### src/rtl/cpu_pkg.sv
`default_nettype none
// ============================================================================
//  Module      : cpu_pkg
//  Description : Shared datapath widths, PC step and 2-bit predictor states.
//  Revision    : 1.0 - initial release
// ============================================================================
package cpu_pkg;

    localparam int XLEN = 32;
    localparam logic [XLEN-1:0] PC_STEP = 32'd4;

    // Global 2-bit saturating predictor states; prediction is state[1]
    typedef enum logic [1:0] {
        SNT = 2'b00,
        WNT = 2'b01,
        WT  = 2'b10,
        ST  = 2'b11
    } pred_state_t;

endpackage
`default_nettype wire

### src/rtl/branch_predictor_2bit.sv
`default_nettype none
// ============================================================================
//  Module      : branch_predictor_2bit
//  Description : Single global 2-bit saturating branch predictor FSM.
//  Revision    : 1.0 - initial release
// ============================================================================
module branch_predictor_2bit
    import cpu_pkg::*;
#(
    parameter logic [1:0] PRED_INIT = 2'b01
) (
    input  logic clk_i,
    input  logic rst_i,
    input  logic update_i,
    input  logic taken_i,
    output logic pred_o
);

    pred_state_t state;

    // Saturating up/down counter trained by every resolved branch
    always_ff @(posedge clk_i) begin
        if (!rst_i) begin
            state <= pred_state_t'(PRED_INIT);
        end else if (update_i) begin
            case (state)
                SNT:     state <= taken_i ? WNT : SNT;
                WNT:     state <= taken_i ? WT  : SNT;
                WT:      state <= taken_i ? ST  : WNT;
                default: state <= taken_i ? ST  : WT;
            endcase
        end
    end

    assign pred_o = state[1];

endmodule
`default_nettype wire

### src/rtl/fetch_pc_unit.sv
`default_nettype none
// ============================================================================
//  Module      : fetch_pc_unit
//  Description : Program counter, next-PC selection, flush generation and
//                resolved/mispredicted branch counters for the fetch stage.
//  Revision    : 1.0 - initial release
// ============================================================================
module fetch_pc_unit
    import cpu_pkg::*;
#(
    parameter logic [31:0] RESET_PC  = 32'h0000_0000,
    parameter logic [1:0]  PRED_INIT = 2'b01
) (
    input  logic            clk_i,
    input  logic            rst_i,
    input  logic            PC_stall_i,
    input  logic            ID_branch_i,
    input  logic [XLEN-1:0] ID_target_i,
    input  logic            EX_branch_i,
    input  logic            EX_taken_i,
    input  logic            EX_pred_taken_i,
    input  logic [XLEN-1:0] EX_target_i,
    input  logic [XLEN-1:0] EX_fallthrough_i,
    output logic [XLEN-1:0] PC_o,
    output logic            predict_taken_o,
    output logic            IFID_flush_o,
    output logic            IDEX_flush_o,
    output logic [XLEN-1:0] branch_cnt_o,
    output logic [XLEN-1:0] mispred_cnt_o
);

    logic [XLEN-1:0] pc;
    logic [XLEN-1:0] next_pc;
    logic [XLEN-1:0] recover_pc;
    logic [XLEN-1:0] branch_cnt;
    logic [XLEN-1:0] mispred_cnt;
    logic            pred;
    logic            mispredict;
    logic            id_redirect;

    branch_predictor_2bit #(
        .PRED_INIT (PRED_INIT)
    ) u_pred (
        .clk_i    (clk_i),
        .rst_i    (rst_i),
        .update_i (EX_branch_i),
        .taken_i  (EX_taken_i),
        .pred_o   (pred)
    );

    // Redirect causes; all qualified by reset so nothing leaks out during it
    assign mispredict      = rst_i & EX_branch_i & (EX_taken_i != EX_pred_taken_i);
    assign predict_taken_o = rst_i & ID_branch_i & pred;
    assign id_redirect     = predict_taken_o & ~PC_stall_i & ~mispredict;
    assign recover_pc      = EX_taken_i ? EX_target_i : EX_fallthrough_i;

    assign IFID_flush_o    = mispredict | id_redirect;
    assign IDEX_flush_o    = mispredict;

    // Next-PC mux: a mispredict wins over a stall since ID is on the wrong path
    always_comb begin
        next_pc = pc + PC_STEP;
        if (mispredict) begin
            next_pc = recover_pc;
        end else if (PC_stall_i) begin
            next_pc = pc;
        end else if (id_redirect) begin
            next_pc = ID_target_i;
        end
    end

    // Program counter register
    always_ff @(posedge clk_i) begin
        if (!rst_i) begin
            pc <= RESET_PC;
        end else begin
            pc <= next_pc;
        end
    end

    // Saturating branch statistics counters
    always_ff @(posedge clk_i) begin
        if (!rst_i) begin
            branch_cnt  <= '0;
            mispred_cnt <= '0;
        end else begin
            if (EX_branch_i && (branch_cnt != '1)) begin
                branch_cnt <= branch_cnt + 1'b1;
            end
            if (mispredict && (mispred_cnt != '1)) begin
                mispred_cnt <= mispred_cnt + 1'b1;
            end
        end
    end

    assign PC_o          = pc;
    assign branch_cnt_o  = branch_cnt;
    assign mispred_cnt_o = mispred_cnt;

endmodule
`default_nettype wire

### config.mk
export PLATFORM = sky130hd
export DESIGN_NAME = fetch_pc_unit
export DESIGN_NICKNAME = d
export VERILOG_FILES = /design/src/rtl/cpu_pkg.sv /design/src/rtl/branch_predictor_2bit.sv /design/src/rtl/fetch_pc_unit.sv
export SDC_FILE = /design/constraint.sdc
export NUM_CORES = 1
export LEC_CHECK = 0
export BUFFER_PORTS_ARGS = -buffer_cell sky130_fd_sc_hd__buf_2
export CAP_MARGIN = 25
export CORE_MARGIN = 2
export CORE_UTILIZATION = 44
export CTS_CLUSTER_DIAMETER = 40
export DETAILED_ROUTE_END_ITERATION = 10
export GPL_TIMING_DRIVEN = 0
export HOLD_SLACK_MARGIN = 0.03
export PLACE_DENSITY = 0.74
export SETUP_SLACK_MARGIN = 0.1
export SYNTH_ARGS = -nofsm -noshare
export SYNTH_HDL_FRONTEND = slang
export SYNTH_SLANG_ARGS = --single-unit
### constraint.sdc
create_clock -name clk_i -period 2.1 [get_ports clk_i]
set_input_delay 0 -clock clk_i [delete_from_list [all_inputs] [get_ports clk_i]]
set_output_delay 0 -clock clk_i [all_outputs]
set_load 0.01 [all_outputs]
## After elaboration in Yosys (flattened, before gate mapping)

Cells that the tools add are included.

- Flip-flop bits (word level): 98
- Input port bits: 103
- Logic and storage cells: 34

- Add/subtract/negate cells: 3
- Equality and inequality tests: 6
- Mux-type cells: 9
- Bitwise operators: 9
- Reductions and logical operators: 3

Operator list:

| kind | number |
|---|---|
| 2-to-1 mux 32 bit | 4 |
| adder 32 x 1 -> 32 bit, second input constant | 2 |
| != test 32 bit, second input constant | 2 |
| adder 32 x 3 -> 32 bit, second input constant | 1 |
| bitwise AND 1 bit | 6 |
| one-hot mux 2 bit (3 select lines) | 1 |
| 2-to-1 mux 2 bit | 2 |
| == test 2 x 1 -> 1 bit, second input constant | 1 |
| == test 2 bit, second input constant | 1 |
| logical AND 1 bit | 2 |
| logical NOT 2 bit | 1 |
| 2-to-1 mux 1 bit | 2 |
| != test 2 x 1 -> 1 bit, second input constant | 1 |
| NOT 1 bit | 2 |
| != test 1 bit | 1 |
| bitwise OR 1 bit | 1 |

## Longest topological paths before layout

- Word-level depth: 7
- Depth in mapped cells: 10
- Depth with buffers taken out: 6

## Modules after synthesis

Synthesis repeated with hierarchy kept, for this count alone.

- Cells, all modules: 768
- Area total of the unflattened synthesis: 6032.0 µm²

Modules (own cells, without submodules):

| module | instances | cells an instance | area each (µm²) | sequential area each (µm²) |
|---|---|---|---|---|
| fetch_pc_unit | 1 | 757 | 5944.5 | 1921.8 |
| branch_predictor_2bit | 1 | 11 | 87.6 | 40.0 |

## Least setup slack after synthesis

OpenSTA, ideal clock, no wires.

- Kind: register -> register
- From: reg pc[2], in the netlist PC_o[2]
- To: reg pc[26], in the netlist PC_o[26]
- Setup time: 0.060 ns
- Arrival time: 2.234 ns
- Data required time: 2.040 ns
- Path slack: -0.194 ns
- Cell stages (with the launch flop): 8
- Path buffers: 1
- Period minus slack after synthesis: 2.294 ns
- Cells stage by stage: dfxtp_1 -> ha_1 -> nand4_1 -> or4_1 -> buf_2 -> or4_1 -> a21oi_1 -> o221a_1

- Cells in the longest elaborated chain, start to end: 4

RTL lines:

| item | line | text |
|---|---|---|
| start: declaration | fetch_pc_unit.sv:32 | `logic [XLEN-1:0] pc;` |
| start signal: assignment | fetch_pc_unit.sv:77 | `pc <= next_pc;` |
| adder 32 x 3 -> 32 bit | fetch_pc_unit.sv:62 | `next_pc = pc + PC_STEP;` |
| 2-to-1 mux 32 bit | fetch_pc_unit.sv:67 | `end else if (id_redirect) begin` |
| 2-to-1 mux 32 bit | fetch_pc_unit.sv:65 | `end else if (PC_stall_i) begin` |
| 2-to-1 mux 32 bit | fetch_pc_unit.sv:63 | `if (mispredict) begin` |

Every way passes these cells. The select of a mux whose other input is x is not followed.
A chain may end at the register's enable or synchronous reset.

## Worst setup path in the final report

- From: reg pc[15], in the netlist PC_o[15]
- To: reg pc[26], in the netlist PC_o[26]

The elaborated chain is that of the path after synthesis.

==> summary.txt <==
Setup path
  • CP Launch Type: register
  • Most frequent CP cell: or4_4
  • CP required: 2400 ps
  • Worst setup EP type: register
  • Worst path max stage delay: 540 ps
  • Crit path DAT: 2510 ps
  • Slowest-stage cell, CP: or4_4
  • Critical Path Fanout Max: 7
  • Setup CP Type: register to register
  • Crit path cell chain: nand2_1, or4_4, buf_6, or4_4, a21oi_2, o221a_1
  • Worst path bufs/invs: 1
  • Worst path top cell family by delay: simple AND/OR/NAND/NOR gates

Clocking
  • H-tree levels: 3
  • TritonCTS clock tree: built
  • CTS root buf: clkbuf_16
  • CTS Sinks: 98
  • Clock latency on the worst-skew pair: 360 ps
  • TritonCTS Buffers: 9
  • CTS clk-pin slew, worst paths: 70 ps
  • Max clock buf depth: 2

Route
  • DRC: 0
  • Routed Antenna Nets: 0
  • WL final: 23600 um
  • Via density per instance: 6.05
  • DR iter-0 viols: 942
  • DRT Pass-1 Iters: 8
  • DR WL/cell: 19.6 um
  • Via count: 7312

Final layout
  • Final nets: 1134
  • Layout Cell Area excl Fill: 0.00832 mm2
  • Core occupancy in the finished layout: 63.1%
  • Layout area overhead: 40.6%
  • Share of post-route cells with drive strength above 1: 39.0%
  • ANT cells: 0

Flow run
  • Max Cap Viol: 0

Placed design
  • GPL Wtd Cong: 1.02
  • DPL Wire Length: 16200 um
  • IO buf count: 199
  • Placed inst area: 0.00719 mm2

Synthesis
  • Synth cell types: 65
  • Ys Warns: 0
  • Syn_nets: 868
  • Most frequent cell after synthesis: dfxtp_1
  • Number of flops mapped to enable cells by yosys: 0
  • Area leader, netlist: dfxtp_1
  • Syn Inst Count: 762
  • Yosys reg bits: 98
  • Post-Syn Area per Cell: 7.76 um2
  • Post-Syn Area: 0.00592 mm2
  • Async set-reset flop share out of synthesis: 0%
  • Synth top cells by count: dfxtp_1 (98), a21oi_1 (82), o21ai_0 (63)
  • Main synth FF type: dfxtp_1
  • Ranking of synthesized cells by area: dfxtp_1 (33%), a21oi_1 (6.9%), mux2i_1 (5.8%)
  • Area share of the largest cell type after synthesis: 33.2%
  • Seq/Total Area, Yosys: 33.2%

Die
  • Initial Utilization: 44.9%
  • FP Rows: 42
  • Die ar.: 0.0144 mm2
  • Die width: 120 um
  • Core box area: 0.0132 mm2
  • IO Pins: 202
  • Die height: 120 um

Global routing
  • Global route overflow: 0
  • Pin count of the biggest net entering global routing: 16
  • Vias in the first global route: 6538
  • Initial antenna violation count: 2
  • GRT Total Usage: 30.9%
  • First-pass GRT wire length: 34900 um

Pwr
  • Worst vdd ir: 0.000532 V
  • Tot Pwr: 0.00422 W
  • Pleak: 3.43 nW
  • PwrDens: 507 mW/mm2

Timing
  • Max Clock Skew: 7.17 ps
  • Fmax achieved: 451 MHz
  • Rel. slew slack: 38.8%
  • Worst setup margin: -118 ps
  • Worst slew pin tran: 918 ps
  • Final setup vio count: 2
  • Final hold violation count: 0
  • Crit path time final: 2220 ps
  • Final Cycle Share: 106%
  • Unrepaired setup endpoints after global routing: yes
  • Slew Limit Fails: 0

Status
  • Outcome: complete, but fails checks
  • Failing checks: negative setup slack

Hold path
  • Worst min path class: primary input to register
==> metal layers <==
layer / GRT usage (%) / part of all wire (%) / wire [um]
met5: 0 / 0.11 / 27
met4: 13.6 / 3.3 / 784
met3: 6.75 / 10 / 2440
met2: 51.8 / 47 / 11200
met1: 38.0 / 39 / 9210
==> cell families (layout without fill, tap and decap cells) <==
| logic type | count (synthesis) | in the layout | synth area share (%) |
|---|---|---|---|
| AOI/OAI and AO/OA | 251 | 251 | 26.4 |
| buffers and inverters | 75 | 345 | 5.01 |
| xor gates and xnor gates | 7 | 7 | 1.04 |
| and+or+nand+nor | 290 | 290 | 27.3 |
| DFF | 98 | 98 | 33.2 |
| muxes | 38 | 38 | 6.51 |
| adders and majority gates | 3 | 3 | 0.634 |
==> cell type report <==
| class | instances | area, um2 |
|---|---|---|
| plain buffers | 51 | 285 |
| repair buffers | 256 | 1460 |
| fillers | 1180 | 4870 |
| well taps | 176 | 220 |
| multi-input cells | 589 | 3940 |
| clock inverters | 4 | 27.5 |
| inverters | 23 | 87.6 |
| flip-flops and latches | 98 | 2060 |
| clock buffers | 11 | 243 |
==> report_power, final <==
group	leakage (nW)	switching (W)	internal [W]	total (W)
Sequential	0.825	0.0000762	0.00190	0.00198
Combinational	2.47	0.000380	0.000264	0.000645
Clock	0.136	0.000760	0.000834	0.00159
Total	3.43	0.00122	0.00300	0.00422
==> worst min-delay path, stage by stage <==
cell	delay, ps
buf_2	80
a211oi_1	70
a211oi_1	190
==> timing repair <==
| item | in CTS | in global routing |
|---|---|---|
| setup endpoints to repair | 85 | 73 |
| buffers inserted | 32 | 23 |
| endpoints found under the hold margin | 4 | 0 |
| pin swaps | 15 | 26 |
| hold buffers | 4 | 0 |
| resized for setup | 60 | 81 |
==> sequential cells by signal, summed over array words and instances, names as in the netlist <==
register and count:
PC_o 32, branch_cnt_o 32, mispred_cnt_o 32, u_pred.state 2
==> through the flow <==
step                instances  setup TNS, ps  hold WS [ps]  setup slack [ps]
finish                   1208           -122          33.6              -118
detailed placement       1137         -12670           289              -337
global route             1208           -149          72.4              -149
global placement         1137         -11680           275              -343
floorplan                 762          -32.9           165             -32.9
CTS                      1186           -137          32.7             -73.6
==> layout by cell type, fill, tap and decap left out, drive strengths merged, types with 5 or more instances in the layout <==
cell	netlist	routed
nor4	13	13
o21a	9	9
o21ai	64	64
nand2	61	61
dfxtp	98	98
or3	30	30
nand4	35	35
and3	9	9
o31a	6	6
a21oi	82	82
o211ai	13	13
a31oi	9	9
a221oi	7	7
xnor2	5	5
o22ai	7	7
o31ai	16	16
and4	9	9
or4	17	17
nor2	33	33
buf	17	272
inv	22	23
clkbuf	35	42
mux2i	34	34
a211oi	12	12
or2	5	5
nor3	20	20
nand2b	6	6
nand3	36	36
==> path summary, 6_finish.rpt <==
path                                              startpoint                      endpoint  slack [ps]  cells after the start
worst min-delay path                          EX_target_i[6]          PC_o[6]$_SDFFE_PN0N_          30                      3
worst min register to register  u_pred.state[0]$_SDFFE_PN1P_  u_pred.state[1]$_SDFFE_PN0P_         460                      2
worst max-delay path                   PC_o[15]$_SDFFE_PN0N_         PC_o[26]$_SDFFE_PN0N_        -120                      6
worst max register to register         PC_o[15]$_SDFFE_PN0N_         PC_o[26]$_SDFFE_PN0N_        -120                      6
Note: power is estimated with default switching activity, not from simulation.
